### config.mk
export PLATFORM = sky130hd
export DESIGN_NAME = dsp_cmd_loader
export DESIGN_NICKNAME = d
export VERILOG_FILES = /design/src/rtl/dsp_cmd_pkg.sv /design/src/rtl/dsp_hold_timer.sv /design/src/rtl/dsp_cmd_loader.sv
export SDC_FILE = /design/constraint.sdc
export NUM_CORES = 1
export LEC_CHECK = 0
export ABC_AREA = 1
export CAP_MARGIN = 10
export CORE_MARGIN = 4
export CORE_UTILIZATION = 45
export DETAILED_ROUTE_END_ITERATION = 10
export PLACE_DENSITY_LB_ADDON = 0.1
export REMOVE_ABC_BUFFERS = 1
export SYNTH_ARGS = -nofsm -noshare
export SYNTH_HDL_FRONTEND = slang
export SYNTH_HIERARCHICAL = 1
export SYNTH_SLANG_ARGS = --single-unit
### constraint.sdc
create_clock -name mclk -period 5.8 [get_ports mclk]
set_input_delay 0.58 -clock mclk [delete_from_list [all_inputs] [get_ports mclk]]
set_output_delay 0.58 -clock mclk [all_outputs]
set_load 0.02 [all_outputs]
### src/rtl/dsp_cmd_pkg.sv
// ---------------------------------------------------------------------------
// dsp_cmd_pkg : opcodes, FSM states and timing defaults for dsp_cmd_loader
// Revision    : 1.0
// ---------------------------------------------------------------------------
`default_nettype none

package dsp_cmd_pkg;

   localparam int unsigned SETUP_DEF     = 2;
   localparam int unsigned HOLD_DEF      = 4;
   localparam int unsigned GAP_DEF       = 2;
   localparam int unsigned INIT_WAIT_DEF = 512;

   localparam logic [7:0] OP_NOP   = 8'd0;
   localparam logic [7:0] OP_INIT  = 8'd1;
   localparam logic [7:0] OP_PUSH  = 8'd2;
   localparam logic [7:0] OP_START = 8'd3;
   localparam logic [7:0] OP_STOP  = 8'd4;

   typedef enum logic [2:0] {
      ST_IDLE     = 3'd0,
      ST_COLLECT  = 3'd1,
      ST_SETUP    = 3'd2,
      ST_STROBE   = 3'd3,
      ST_GAP      = 3'd4,
      ST_INITWAIT = 3'd5
   } state_t;

   // Opcodes that carry no code bytes and go straight to the strobe sequence.
   function automatic logic is_direct_op(input logic [7:0] op);
      return (op == OP_INIT) || (op == OP_START) || (op == OP_STOP);
   endfunction

   function automatic int unsigned timer_width(input int unsigned a, input int unsigned b,
                                               input int unsigned c, input int unsigned d);
      int unsigned m;
      m = a;
      if (b > m) m = b;
      if (c > m) m = c;
      if (d > m) m = d;
      return $clog2(m + 1);
   endfunction

endpackage

`default_nettype wire

### src/rtl/dsp_hold_timer.sv
// ---------------------------------------------------------------------------
// dsp_hold_timer : loadable down-counter; done_o is high on the last counted cycle
// Revision       : 1.0
// ---------------------------------------------------------------------------
`default_nettype none

module dsp_hold_timer #(
   parameter int unsigned WIDTH = 10
) (
   input  logic             mclk,
   input  logic             reset_n,
   input  logic             load_i,
   input  logic [WIDTH-1:0] load_val_i,
   output logic             done_o
);

   logic [WIDTH-1:0] count_q;

   always_ff @(posedge mclk or negedge reset_n) begin
      if (!reset_n) begin
         count_q <= '0;
      end else if (load_i) begin
         count_q <= load_val_i;
      end else if (count_q != '0) begin
         count_q <= count_q - WIDTH'(1);
      end
   end

   // A load of N yields N cycles of countdown, the Nth flagged as done.
   assign done_o = (count_q == WIDTH'(1));

endmodule

`default_nettype wire

### src/rtl/dsp_cmd_loader.sv
// ---------------------------------------------------------------------------
// dsp_cmd_loader : byte-stream command parser driving timed opcode strobes
// Revision       : 1.0
// ---------------------------------------------------------------------------
`default_nettype none

module dsp_cmd_loader
   import dsp_cmd_pkg::*;
#(
   parameter int unsigned SETUP     = SETUP_DEF,
   parameter int unsigned HOLD      = HOLD_DEF,
   parameter int unsigned GAP       = GAP_DEF,
   parameter int unsigned INIT_WAIT = INIT_WAIT_DEF
) (
   input  logic        mclk,
   input  logic        reset_n,
   input  logic [7:0]  in_data,
   input  logic        in_valid,
   output logic        in_ready,
   output logic [7:0]  sd0,
   output logic [7:0]  sd1,
   output logic [7:0]  sd2,
   output logic [7:0]  sd3,
   output logic [7:0]  sd4,
   output logic        busy,
   output logic        err,
   output logic [15:0] cmd_count
);

   localparam int unsigned TW = timer_width(SETUP, HOLD, GAP, INIT_WAIT);

   state_t      state_q;
   logic [7:0]  op_q;
   logic [1:0]  idx_q;
   logic [7:0]  sd0_q;
   logic [7:0]  sd_q [0:3];
   logic        busy_q;
   logic        in_ready_q;
   logic        err_q;
   logic [15:0] cmd_count_q;
   logic [15:0] cmd_count_d;

   logic          w_take;
   logic          w_tmr_load;
   logic [TW-1:0] w_tmr_val;
   logic          w_tmr_done;

   assign w_take = in_valid & in_ready_q;

   // The timer is (re)loaded on exactly the edges that enter a timed state.
   always_comb begin
      w_tmr_load = 1'b0;
      w_tmr_val  = '0;
      case (state_q)
         ST_IDLE: begin
            if (w_take && is_direct_op(in_data)) begin
               w_tmr_load = 1'b1;
               w_tmr_val  = TW'(SETUP);
            end
         end
         ST_COLLECT: begin
            if (w_take && (idx_q == 2'd3)) begin
               w_tmr_load = 1'b1;
               w_tmr_val  = TW'(SETUP);
            end
         end
         ST_SETUP: begin
            if (w_tmr_done) begin
               w_tmr_load = 1'b1;
               w_tmr_val  = TW'(HOLD);
            end
         end
         ST_STROBE: begin
            if (w_tmr_done) begin
               w_tmr_load = 1'b1;
               w_tmr_val  = TW'(GAP);
            end
         end
         ST_GAP: begin
            if (w_tmr_done && (op_q == OP_INIT)) begin
               w_tmr_load = 1'b1;
               w_tmr_val  = TW'(INIT_WAIT);
            end
         end
         default: ;
      endcase
   end

   assign cmd_count_d = cmd_count_q + {15'd0, (state_q == ST_SETUP) && w_tmr_done};

   dsp_hold_timer #(.WIDTH(TW)) u_timer (
      .mclk       (mclk),
      .reset_n    (reset_n),
      .load_i     (w_tmr_load),
      .load_val_i (w_tmr_val),
      .done_o     (w_tmr_done)
   );

   always_ff @(posedge mclk or negedge reset_n) begin
      if (!reset_n) begin
         state_q     <= ST_IDLE;
         op_q        <= OP_NOP;
         idx_q       <= '0;
         sd0_q       <= '0;
         sd_q        <= '{default: 8'h00};
         busy_q      <= 1'b0;
         in_ready_q  <= 1'b0;
         err_q       <= 1'b0;
         cmd_count_q <= '0;
      end else begin
         cmd_count_q <= cmd_count_d;
         case (state_q)
            ST_IDLE: begin
               in_ready_q <= 1'b1;
               if (w_take) begin
                  if (in_data == OP_PUSH) begin
                     state_q <= ST_COLLECT;
                     op_q    <= in_data;
                     idx_q   <= '0;
                     busy_q  <= 1'b1;
                  end else if (is_direct_op(in_data)) begin
                     state_q    <= ST_SETUP;
                     op_q       <= in_data;
                     busy_q     <= 1'b1;
                     in_ready_q <= 1'b0;
                  end else if (in_data > OP_STOP) begin
                     err_q <= 1'b1;
                  end
               end
            end
            ST_COLLECT: begin
               if (w_take) begin
                  sd_q[idx_q] <= in_data;
                  idx_q       <= idx_q + 2'd1;
                  if (idx_q == 2'd3) begin
                     state_q    <= ST_SETUP;
                     in_ready_q <= 1'b0;
                  end
               end
            end
            ST_SETUP: begin
               if (w_tmr_done) begin
                  state_q <= ST_STROBE;
                  sd0_q   <= op_q;
               end
            end
            ST_STROBE: begin
               if (w_tmr_done) begin
                  state_q <= ST_GAP;
                  sd0_q   <= '0;
               end
            end
            ST_GAP: begin
               if (w_tmr_done) begin
                  if (op_q == OP_INIT) begin
                     state_q <= ST_INITWAIT;
                  end else begin
                     state_q    <= ST_IDLE;
                     busy_q     <= 1'b0;
                     in_ready_q <= 1'b1;
                     sd_q       <= '{default: 8'h00};
                  end
               end
            end
            ST_INITWAIT: begin
               if (w_tmr_done) begin
                  state_q    <= ST_IDLE;
                  busy_q     <= 1'b0;
                  in_ready_q <= 1'b1;
                  sd_q       <= '{default: 8'h00};
               end
            end
            default: state_q <= ST_IDLE;
         endcase
      end
   end

   assign in_ready  = in_ready_q;
   assign sd0       = sd0_q;
   assign sd1       = sd_q[0];
   assign sd2       = sd_q[1];
   assign sd3       = sd_q[2];
   assign sd4       = sd_q[3];
   assign busy      = busy_q;
   assign err       = err_q;
   assign cmd_count = cmd_count_q;

endmodule

`default_nettype wire

== Yosys cells after proc, flatten, opt, wreduce, memory -nomap -nowiden ==
Cells that the tools add are included.

* Word-level logic and storage cells: 127
* Flip-flop bits (word level): 82

* Multiplexer cells: 57
* Bitwise gates (word level): 4
* Add/sub/neg operators: 3
* Equality and inequality tests: 22
* Reduce and logical (&&, ||, !) cells: 25
* $lt $le $gt $ge: 3

{| class="wikitable"
|+ Operators with widths
! kind !! number
|-
| $mux W32 || 4
|-
| $pmux W32 S3 || 1
|-
| $pmux W10 S5 || 1
|-
| $mux W8 || 5
|-
| $mux W3 || 11
|-
| $bwmux W32 || 1
|-
| $mux W10 || 3
|-
| $mux W1 || 18
|-
| $ne A2 B2 Y1 const B || 9
|-
| $pmux W3 S6 || 1
|-
| $add A16 B1 Y16 || 1
|-
| $demux W8 S2 || 1
|-
| $eq A8 B1 Y1 const B || 2
|-
| $eq A8 B2 Y1 const B || 2
|-
| $pmux W8 S2 || 1
|-
| $mux W2 || 6
|-
| $reduce_and A6 Y1 || 2
|-
| $eq A10 B1 Y1 const B || 1
|-
| $reduce_and A5 Y1 || 2
|-
| $reduce_bool A10 Y1 || 1
|-
| $sub A10 B1 Y10 const B || 1
|-
| $eq A8 B3 Y1 const B || 1
|-
| $gt A8 B3 Y1 const B || 1
|-
| $pmux W1 S4 || 2
|-
| 23 further kinds || 36
|}

== Depth between registers and ports, before layout ==
Gate-level depths: netlist of run 1.

* Depth after elaboration: 8
* Gate-level depth with buffers: 15

== Cells and area by module ==
Netlist of run 1, hierarchy kept.

{| class="wikitable"
|+ By module, submodules not included
! module !! area each (um^2) !! cells an instance !! times used
|-
| dsp_cmd_loader || 3,629.7 || 426 || 1
|-
| dsp_hold_timer || 720.7 || 99 || 1
|}

== Least setup slack after synthesis of run 1 ==
No wires, ideal clock.

* Path kind: register to register
* Start: reg u_timer.count_q[8]
* End: reg cmd_count_q[12], in the netlist cmd_count[12]
* Path slack: 3.712 ns
* Data required time: 5.677 ns
* Period minus slack after synthesis: 2.088 ns
* Cell stages (with the launch flop): 12
* Arrival time: 1.965 ns
* Path buffers: 0
* Library setup time: 0.123 ns
* Cells stage by stage: dfrtp_1 > nor2_1 > nand3_1 > nor2_1 > inv_2 > nor2_1 > ha_1 > ha_1 > nand2_1 > nor2_1 > nand3_1 > xor2_1

* Word-level cells in the longest chain between the ends: 3

{| class="wikitable"
|+ RTL lines
! what !! RTL line !! text
|-
| start: declaration || dsp_hold_timer.sv:17 || <nowiki>logic [WIDTH-1:0] count_q;</nowiki>
|-
| start signal: assignment || dsp_hold_timer.sv:23 || <nowiki>count_q <= load_val_i;</nowiki>
|-
| start signal: assignment || dsp_hold_timer.sv:25 || <nowiki>count_q <= count_q - WIDTH'(1);</nowiki>
|-
| $eq A10 B1 Y1 || dsp_hold_timer.sv:30 || <nowiki>assign done_o = (count_q == WIDTH'(1));</nowiki>
|-
| net w_tmr_done || dsp_cmd_loader.sv:46 || <nowiki>logic w_tmr_done;</nowiki>
|-
| $logic_and A1 B1 Y1 || dsp_cmd_loader.sv:89 || <nowiki>assign cmd_count_d = cmd_count_q + {15'd0, (state_q == ST_SETUP) && w_tmr_done};</nowiki>
|-
| $add A16 B1 Y16 || dsp_cmd_loader.sv:89 ||
|-
| net cmd_count_d[12] || dsp_cmd_loader.sv:41 || <nowiki>logic [15:0] cmd_count_d;</nowiki>
|-
| end signal: assignment || dsp_cmd_loader.sv:111 || <nowiki>cmd_count_q <= cmd_count_d;</nowiki>
|-
| end: declaration || dsp_cmd_loader.sv:40 || <nowiki>logic [15:0] cmd_count_q;</nowiki>
|}

The timed path passes the listed nets, and every way through them passes these cells.
A chain may end at the register's enable or synchronous reset.

== Worst setup path after layout of run 1 ==
* Start: reg u_timer.count_q[8]
* End: reg u_timer.count_q[5]

* Word-level cells in the longest chain between the ends: 5
* Elaborated cells on any way between the ends: 8

{| class="wikitable"
|+ RTL lines
! what !! RTL line !! text
|-
| $eq A10 B1 Y1 * || dsp_hold_timer.sv:30 ||
|-
| net w_tmr_done || dsp_cmd_loader.sv:46 ||
|-
| $logic_and A1 B1 Y1 || dsp_cmd_loader.sv:80 || <nowiki>if (w_tmr_done && (op_q == OP_INIT)) begin</nowiki>
|-
| $mux W1 || dsp_cmd_loader.sv:80 ||
|-
| $pmux W1 S4 * || dsp_cmd_loader.sv:54 || <nowiki>case (state_q)</nowiki>
|-
| net w_tmr_load || dsp_cmd_loader.sv:44 || <nowiki>logic w_tmr_load;</nowiki>
|-
| $mux W10 / $reduce_bool A2 Y1 (equally long branches) || n/a ||
|}

Mark *: on every way through the listed nets, which the timed path passes. The rest lies on a longest branch.

==> metrics, run 1 <==
most common cell after layout, fill and taps aside=nand2_1; die footprint=roughly 11000 sq um; fmax=374 MHz; combinational share of power=a little over two fifths; critical path arrival=2.91 ns; worst-margin pin slew=~1.2 ns; row count=35; Clk pwr share=a little under a fifth; TritonCTS Buffers=9; Antenna Nets Post-Route=0; Pwr Density=438 nW/um^2; worst min-delay path category=in -> async; Seq cells post-synth=82; initial antenna violation count=0; peak supply drop=between 0.2 and 0.25 mV; final net count=just over 600; Fin. Hold Viols=0; fin crit share=46.1%; RSZ-0062 raised after global routing=false; sequential share of power=a little under two fifths; CTS Hold Bufs=0; Worst Skew=0.0146 ns; CP Launch Type=flop; fin. max-slew vios=0; WP data required=about 6 ns; largest net degree at the start of global routing=83; syn_area_per_cell=~8.3 sq um; setup TNS=0 ns; # IOs=70; synthesized cell area=around 4400 sq um; share of layout cells above drive strength 1=9.18%; yosys warns=6; max_cap viols=0; Initial Util=between 40% and 50%; clk buf depth=2; design area=5320 sq um; commonest cells after routing, fill and taps aside=nand2_1 (172), dfrtp_1 (82), clkdlybuf4s50_1 (68); via-per-instance ratio=5.09; first-pass GRT wire length=17600 um; Tmin final=about 2.7 ns; status=completed; Synth cell types=40; area of the core=around 9300 sq um; Pleak=2.61 nW; Post-Synthesis Cells=525; Psw=around 0.00096 W; Post-route DRC=0; Routed WL=approximately 10000 um; register area share after synthesis=between 40% and 50%; vias in the first global route=3571; cts repair resizes=0; root buffer cell=clkbuf_8; Sink Count=82; type of the worst setup path=reg -> reg; vias=between 3k and 4k; gr ovfl total=0; switch share=41.4%; Detailed Routing Iterations Pass 1=5; P&R area growth vs syn=22.3%; Internal=about 0.0014 W; dpl hpwl=approximately 7300 um; number of port buffers=between 60 and 70; H-tree levels=3; gpl congestion=just under 0.9; hold slack=between 0.3 and 0.4 ns; GRT Overall Usage=a little under a fifth; clock latency on the worst-skew pair=~0.35 ns; Reg clk slew, reported paths=approximately 0.080 ns; ANT cells=0; CTS tree=yes; CP Max Fanout=14; DR iter-0 viols=235; Post-CTS Setup Bufs=0; chip width=106 um; filler cell count in the final layout=~910; WL per Instance=around 14 um; die span in y=106 um; critical path capture point type=flop; placed cell area=5110 sq um; final setup fails=0; worst rel slew slack=between 10% and 20%
worst max-delay path: stages (launching register included):
cell and delay (ns):
dfrtp_1 0.42, nor2_1 0.31, nand3_1 0.11, nor2_1 0.19, inv_2 0.13, nor2_2 0.23
inv_2 0.15, nand2_1 0.09, nor2_1 0.06, nand2_1 0.33, inv_2 0.14, or2_2 0.29
nand2_1 0.06, nor2_1 0.04
cells by family after synthesis:
group	share of synthesized area (%)
XOR/XNOR	3.02
other	0.0862
adder cells (fa/ha/maj)	2.30
AND/OR/NAND/NOR	36.6
buffers and inverters	6.64
AO/OA/AOI/OAI	4.23
flip-flops	47.2
metrics by stage:
| step | total power, W | worst slack (ns) | instances | util [%] |
|---|---|---|---|---|
| detailed placement | 0.00189 | 2.91 | 713 | 54.8 |
| global route | 0.00251 | 2.84 | 728 | 57.0 |
| global placement | 0.00188 | 2.98 | 713 | 54.8 |
| floorplan | 0.00151 | 3.50 | 515 | - |
| finish | 0.00233 | 3.13 | 728 | 57.0 |
| CTS | 0.00235 | 3.10 | 728 | 57.0 |
Yosys cell counts (all sizes together):
cell	n	area, sq um
nor2	52	256
inv	47	179
dfrtp	82	2050
buf	13	95.1
nor3	6	35.0
nand3b	1	7.51
nor2b	1	6.26
nand3	40	243
a31oi	1	6.26
a21oi	7	38.8
nand2	177	687
o21ai	21	116
ha	8	100
o21bai	1	7.51
clkbuf	3	15.0
conb	1	3.75
xnor2	5	43.8
nand4	42	323
nor3b	1	7.51
xor2	10	87.6
a21boi	1	7.51
o211ai	1	7.51
or2	4	25.0
state kept, by name (all words and copies together), names as in the netlist:
signal	cells
sd3	8
u_timer/count_q	10
sd1	8
sd4	8
cmd_count	16
in_ready	1
state_q	3
idx_q	2
sd0	8
op_q	8
sd2	8
busy	1
err	1
power by group through the flow:
stage	registers, W	logic (W)	clock network [W]
4_1_cts	0.000888	0.00100	0.000458
6_report	0.000886	0.000996	0.000448
3_5_place_dp	0.000895	0.000998	0
3_3_place_gp	0.000896	0.000982	0
5_1_grt	0.000914	0.00111	0.000486
2_1_floorplan	0.000998	0.000511	0
path summary, 6_finish.rpt:
kind / to / startpoint / slack (ns) / cells after the start
setup / recovery: u_timer/count_q[5]$_DFFE_PN0P_ / u_timer/count_q[8]$_DFFE_PN0P_ / 3.13 / 13
hold / removal: u_timer/count_q[4]$_DFFE_PN0P_ / reset_n / 0.39 / 1
setup reg to reg: u_timer/count_q[5]$_DFFE_PN0P_ / u_timer/count_q[8]$_DFFE_PN0P_ / 3.13 / 13
hold reg to reg: sd4[3]$_DFFE_PN0P_ / sd4[3]$_DFFE_PN0P_ / 0.48 / 2
max in group asynchronous: cmd_count[5]$_DFF_PN0_ / reset_n / 4.73 / 1
min in group mclk: sd4[3]$_DFFE_PN0P_ / sd4[3]$_DFFE_PN0P_ / 0.48 / 2
metal layers:
layer	up-vias	global-route usage, %	part of all wire (%)
met2	93	29.7	45
met5	-	0	0
li1	1838	-	-
met4	0	6.94	1.9
met1	1756	26.4	48
met3	16	3.58	5.1
cell type report:
type | count | area (sq um) | share of cell area, %
tap | 129 | 161 | 3.03
inverter | 47 | 179 | 3.36
clock buffer | 10 | 128 | 2.40
sequential | 82 | 2050 | 38.6
timing repair buffer | 69 | 688 | 12.9
multi-input combinational | 386 | 2030 | 38.2
clock inverter | 5 | 80.1 | 1.51
No activity file was read; power rests on OpenSTA's default activity.
==> run 2: changes to the inputs <==
clock period = 2.8 ns   (was 5.8 ns; I/O delays follow)
==> run 2 against run 1 <==
  * Maximum frequency up 14%
  * Final cell count up 0.82%
  * Via count up 0.59%
  * Non-clock buffer count up 5
  * Critical path depth down 2
  * Die area unchanged
  * Combinational power up 110%
  * Sequential power up 110%
==> metrics, run 2 (synthesized netlist as in run 1, its figures left out) <==
first-pass GRT wire length=around 17000 um; CP Launch Type=flop; GR Layer Usage met3=3.95%; fmax=between 400 and 500 MHz; largest net degree at the start of global routing=83; Initial Util=46.6%; Sink Count=slightly above 80; worst rel slew slack=about a third; # IOs=70; vias=about 3.7k; type of the worst setup path=reg -> reg; clk buf depth=2; number of port buffers=69; CTS tree=yes; WP data required=slightly above 3 ns; area of the core=around 9300 sq um; die span in y=106 um; chip width=about 110 um; RSZ-0062 raised after global routing=false; commonest cells after routing, fill and taps aside=nand2_1 (172), dfrtp_1 (82), clkdlybuf4s50_1 (68); Pwr Density=just under 900 nW/um^2; dpl hpwl=7260 um; die footprint=about 11000 sq um; WL per Instance=around 14 um; Antenna Nets Post-Route=0; Post-route DRC=0; setup TNS=0 ns; Post-CTS Setup Bufs=0; critical path capture point type=flop; critical path arrival=between 2 and 3 ns; cts repair resizes=0; TritonCTS Buffers=9; GR met1 Demand/Resource=26.4%; Reg clk slew, reported paths=roughly 0.09 ns; most common cell after layout, fill and taps aside=nand2_1; GR Layer Usage met2=29.2%; status=completed; Detailed Routing Iterations Pass 1=5; Reg2Reg Setup Slack=0.46 ns; DR iter-0 viols=approximately 260; final net count=slightly above 600; final setup fails=0; Routed WL=about 10000 um; Tot Pwr=0.00480 W; GRT Overall Usage=between 10% and 20%; gr ovfl total=0; ANT cells=0; via-per-instance ratio=5.07; fin. max-slew vios=0; fin crit share=about 83%; share of layout cells above drive strength 1=10.2%; worst min-delay path category=in -> async; vias in the first global route=around 3.5k; number of flip-flops in the largest register=16; Worst R2R Path Depth=11; peak supply drop=0.519 mV; Pleak=about 2.6 nW; CTS Hold Bufs=0; worst-margin pin slew=between 1 and 1.5 ns; Worst Skew=approximately 0.016 ns; row count=35; design area=approximately 5400 sq um; H-tree levels=3; gpl congestion=around 0.86; clock latency on the worst-skew pair=between 0.3 and 0.4 ns; Fin. Hold Viols=0; max_cap viols=0; root buffer cell=clkbuf_8; P&R area growth vs syn=23.2%; peak-usage layer in the global routing report=met2; placed cell area=between 5000 and 6000 sq um; Tmin final=approximately 2.3 ns; initial antenna violation count=0; CP Max Fanout=8
[run 2: per-stage QoR]
step	cells	hold slack (ns)	worst slack [ns]	util [%]
6_report	734	0.0669	0.462	57.5
5_1_grt	734	0.167	0.191	57.5
4_1_cts	734	0.131	0.441	57.5
3_5_place_dp	718	0.461	0.448	55.3
3_3_place_gp	718	0.460	0.560	55.3
2_1_floorplan	515	-0.0156	0.504	-
[run 2: cell type report]
type | instances | area, sq um
repair buffers | 74 | 738
well taps | 129 | 161
clock inverters | 7 | 75.1
multi-input cells | 386 | 2030
inverters | 47 | 179
fillers | 882 | 3970
clock buffers | 9 | 124
flip-flops and latches | 82 | 2050
[run 2: worst paths after layout]
kind                                                start                             end
max                        u_timer/count_q[8]$_DFFE_PN0P_         cmd_count[12]$_DFF_PN0_
min                                               reset_n  u_timer/count_q[4]$_DFFE_PN0P_
max reg2reg                u_timer/count_q[8]$_DFFE_PN0P_         cmd_count[12]$_DFF_PN0_
min reg2reg                       cmd_count[15]$_DFF_PN0_         cmd_count[15]$_DFF_PN0_
max in group asynchronous                         reset_n          cmd_count[5]$_DFF_PN0_
min in group mclk                 cmd_count[15]$_DFF_PN0_         cmd_count[15]$_DFF_PN0_
[run 2: where the power goes]
group	internal, W	switching [W]	total [W]
combinational	0.000836	0.00124	0.00207
sequential	0.00152	0.000317	0.00184
clock	0.000420	0.000462	0.000882
[run 2: metal layers]
| metal | part of all wire (%) | wire, um |
|---|---|---|
| met5 | 0 | 0 |
| met2 | 47 | 4700 |
| met1 | 47 | 4690 |
| met3 | 5.0 | 494 |
| met4 | 0.84 | 84 |
[run 2: critical path, stage by stage, from the launching register on]
cell,delay (ns)
dfrtp_1,0.41
nor2_1,0.30
nand3_1,0.11
nor2_1,0.18
inv_2,0.13
nor2_1,0.15
ha_1,0.18
ha_1,0.22
nand2_1,0.07
nor2_1,0.20
nand3_1,0.12
xor2_1,0.15
==> variant 1: new RTL, settings of run 2 <==
Change the package constant `SETUP_DEF` from 2 to 1.
--- a/src/rtl/dsp_cmd_pkg.sv
+++ b/src/rtl/dsp_cmd_pkg.sv
@@ -6,7 +6,7 @@
 
 package dsp_cmd_pkg;
 
-   localparam int unsigned SETUP_DEF     = 2;
+   localparam int unsigned SETUP_DEF     = 1;
    localparam int unsigned HOLD_DEF      = 4;
    localparam int unsigned GAP_DEF       = 2;
    localparam int unsigned INIT_WAIT_DEF = 512;
Function: changed (a bounded check fails within 4 cycles, from zero or initial values and one cycle with reset_n low).
==> variant 1 against run 2 <==
- worst hold slack improved by 0.029 ns
- fmax is 8.3% lower
- power down 19%
- setup slack worse by 0.21 ns
- combinational power shrank 29%
- wire length down 1.5%
- cell area decreased by 3.9%
- area after synthesis decreased by 5.6%
- sequential cell count did not move
- synthesized cell count is 4.6% lower
- critical endpoint unchanged
==> variant 1: results (changes against run 2) <==
post_cts_buffers: 0  # unchanged
r2r_slack_ns: 0.25  # -0.21 ns
grt_start_max_net_pins: 83  # unchanged
grt.total_usage: 0.188  # +0.00152
synthTopCellsByCount: "nand2_1, dfrtp_1, nor2_1, inv_1, nand4_1"
nFillCells: 810  # -8.2%
instances_no_fill: 697  # -5.0%
dpl-instance-area_sq_mm: 0.00494  # -4.2%
startpoint: "u_timer/count_q[5]$_DFFE_PN0P_"
route.detailed.drc: 0  # unchanged
antenna_found_initial: 0  # unchanged
cts_root_buffer: "clkbuf_8"
clkLatencyLatePin_ns: 0.36  # about the same
clockBufferDepth: 2  # unchanged
worst_ep_arrival_time_ns: 2.83  # +0.25 ns
netlist_top_cells_area: "dfrtp_1, nand2_1, nand4_1, nor2_1, inv_1"
synth.distinct_cells: 30  # -25%
ys_ff_latch: 82  # unchanged
relSlewSlack: 0.302  # -0.0206
avgSynthCellArea_sq_um: 8.20  # -1.0%
dp_slack_ns: 0.0945  # -0.354 ns
peakVddDrop_mv: 0.442  # -15%
status: "finished, final reports clean"
period_minus_slack_ns: 2.55  # +0.211 ns
dp_hpwl_um: 7160  # -1.3%
drive_above_1_share: 0.0900  # -0.0125
cts-buffers-inserted: 9  # unchanged
clk_pin_slew_worst_paths_ns: 0.09  # about the same
grt_pass1_vias: 3551  # +0.17%
fin_skew_ns: 0.0142  # -0.00202 ns
hp-class: "input port to asynchronous set/reset pin"
n_antenna_cell: 0  # unchanged
wire_per_inst_um: 14.1  # +3.7%
place_inst: 681  # -5.2%
post_cts_resized: 0  # unchanged
largest_register_ffs: 16  # unchanged
first_iter_violations: 145  # -45%
fin_nets: 603  # -2.6%
cp_max_fo: 5  # -3
leakage_nw: 2.58  # -2.5%
firstDrtPassIters: 4  # -1
grt_pass1_wl_um: 16800  # -1.5%
timing.hold.ws_ns: 0.0956  # +0.0287 ns
ys_warn_count: 6  # unchanged
vias: 3534  # -5.1%
ys_seq_area_frac: 0.499  # +0.0277
gp_congestion: 0.886  # +2.9%
portBuffers: 69  # unchanged
synthArstFlopShare: 1.00  # unchanged
-- variant 1: cell count changes after synthesis, moves of 5 or more --
cell     delta
o21ai_1     -7
nor2_1     +10
nand2_1     -5
o21ai_0    +10
nand3_1    -11
inv_1       +9
-- variant 1: routing by layer --
layer  wire (um)  share of wire  GRT usage
met1        4440           0.45      0.235
met2        4700           0.48      0.323
met3         553          0.056     0.0504
met4         124          0.013     0.0532
met5           0              0          0
-- variant 1: logic make-up after synthesis --
logic type,after synthesis,synth area share
fa+ha+maj,8,0.0244
simple gates,303,0.339
xor+xnor,15,0.0320
other cells,1,0.000913
buf+inv,61,0.0621
flops,82,0.499
compound gates,31,0.0423
-- variant 1: area by class of cell --
type	count	area, sq um	area share
clock buffer	10	138	0.0267
multi-input combinational	363	1830	0.356
sequential	82	2050	0.398
clock inverter	6	55.1	0.0107
inverter	52	195	0.0379
timing repair buffer	76	741	0.144
tap	108	135	0.0262
-- variant 1: critical path: stages, from the launching register on --
cell	delay, ns
dfrtp_1	0.44
nor2_4	0.17
nand3_4	0.12
nor2_1	0.18
inv_1	0.10
nor2_1	0.20
ha_2	0.26
ha_1	0.19
nand3_1	0.19
nor3_4	0.21
nand3_1	0.14
nor2_1	0.13
xor2_1	0.15
-- variant 1: final timing paths --
check / cells after the start / endpoint
max in group asynchronous: 1 / sd3[3]$_DFFE_PN0P_
min in group mclk: 1 / cmd_count[15]$_DFF_PN0_
worst min register to register: 1 / cmd_count[15]$_DFF_PN0_
worst min-delay path: 1 / cmd_count[8]$_DFF_PN0_
worst max-delay path: 12 / cmd_count[12]$_DFF_PN0_
worst max register to register: 12 / cmd_count[12]$_DFF_PN0_
-- variant 1: power by group --
group	internal, W	total (W)	switching (W)
clock network	0.000367	0.000847	0.000479
registers	0.00140	0.00157	0.000174
logic	0.000514	0.00147	0.000954
==> variant 2: new RTL, config.mk and constraints of run 2 <==
Made on the original files. Encoding of `state_t`: now one-hot (6 bits for 6 states).
--- a/src/rtl/dsp_cmd_pkg.sv
+++ b/src/rtl/dsp_cmd_pkg.sv
@@ -17,13 +17,13 @@
    localparam logic [7:0] OP_START = 8'd3;
    localparam logic [7:0] OP_STOP  = 8'd4;
 
-   typedef enum logic [2:0] {
-      ST_IDLE     = 3'd0,
-      ST_COLLECT  = 3'd1,
-      ST_SETUP    = 3'd2,
-      ST_STROBE   = 3'd3,
-      ST_GAP      = 3'd4,
-      ST_INITWAIT = 3'd5
+   typedef enum logic [5:0] {
+      ST_IDLE     = 6'b000001,
+      ST_COLLECT  = 6'b000010,
+      ST_SETUP    = 6'b000100,
+      ST_STROBE   = 6'b001000,
+      ST_GAP      = 6'b010000,
+      ST_INITWAIT = 6'b100000
    } state_t;
 
    // Opcodes that carry no code bytes and go straight to the strobe sequence.
Formal check against the unedited RTL: same outputs for any inputs over 10 cycles, from zero or initial values and one cycle with reset_n low; not proved beyond that.
==> variant 2 against run 2 <==
- highest routed layer unchanged
- sequential cell count increased by 3
- worst hold slack improved by 0.028 ns
- cell area increased by 0.12%
- first-iteration DRC count down 58%
- setup slack got worse by 0.068 ns
- critical path type unchanged
- wire length is 4.6% lower
- core utilization up 0.34 points
- global-route usage shrank 0.44 points
- area after synthesis down 0.63%
- cell count rose by 0.82%
Power is not compared: it rests on default switching activity, and its combinational part moved more than twofold at a synthesized area within 25%.
==> variant 2: results (changes against run 2) <==
netlist_top_cells_area: "dfrtp_1, nand2_1, nand3_1, inv_1, nor2_1"
synth.distinct_cells: 37  # -7.5%
gp_congestion: 0.818  # -5.1%
dp_hpwl_um: 7060  # -2.7%
worst_ep_arrival_time_ns: 2.64  # +0.06 ns
cp_max_fo: 5  # -3
ys_seq_area_frac: 0.492  # +0.0207
fin_skew_ns: 0.0112  # -0.00509 ns
first_iter_violations: 110  # -58%
grt_pass1_vias: 3682  # +3.9%
place_inst: 726  # +1.1%
timing.rr.end: "cmd_count[14]$_DFF_PN0_"
clk_pin_slew_worst_paths_ns: 0.09  # about the same
rr_worst_depth: 13  # +2
fin_nets: 627  # +1.3%
largest_register_ffs: 16  # unchanged
wire_per_inst_um: 12.9  # -5.4%
status: "finished, final reports clean"
grt.total_usage: 0.182  # -0.00437
grt_pass1_wl_um: 16800  # -1.9%
synthTopCellsByCount: "nand2_1, dfrtp_1, inv_1, nand3_1, nor2_1"
timing.hold.ws_ns: 0.0949  # +0.0280 ns
setup_ws_ns: 0.394  # -0.0683 ns
relSlewSlack: 0.289  # -0.0344
cts-buffers-inserted: 9  # unchanged
startpoint: "u_timer/count_q[6]$_DFFE_PN0P_"
grt_start_max_net_pins: 86  # +3.6%
drive_above_1_share: 0.105  # +0.00227
dpl-instance-area_sq_mm: 0.00516  # about the same
syn_inst: 526  # +0.19%
instances_no_fill: 740  # +0.82%
peakVddDrop_mv: 0.340
## variant 2: changes by cell type after synthesis, sizes merged, moves of 8 or more
cell	before	now
buf	13	5
nand3	40	54
nand2	177	185
inv	47	59
nor2	52	60
nand4	42	7
## variant 2: cell families (layout without fill, tap and decap cells)
logic type      Yosys count  in the layout  synth area share
buf+inv                  69            148            0.0689
simple gates            312            312             0.342
flops                    85             85             0.492
xor+xnor                 13             13            0.0263
other cells               1              7          0.000867
fa+ha+maj                 8              8            0.0232
compound gates           38             38            0.0469
## variant 2: routing by layer
layer / GRT usage / part of all wire / vias to the layer above
met5: 0 / 0 / -
met4: 0.0490 / 0.012 / 0
met3: 0.0486 / 0.051 / 9
met2: 0.308 / 0.47 / 79
met1: 0.232 / 0.47 / 1646
li1: - / - / 1803
## variant 2: final cells by class
class                           count  area (sq um)
Fill cell                         906          3920
Sequential cell                    85          2130
Clock buffer                        9           124
Clock inverter                      5          77.6
Tap cell                          129           161
Multi-Input combinational cell    378          1920
Timing Repair Buffer               74           726
Inverter                           60           229
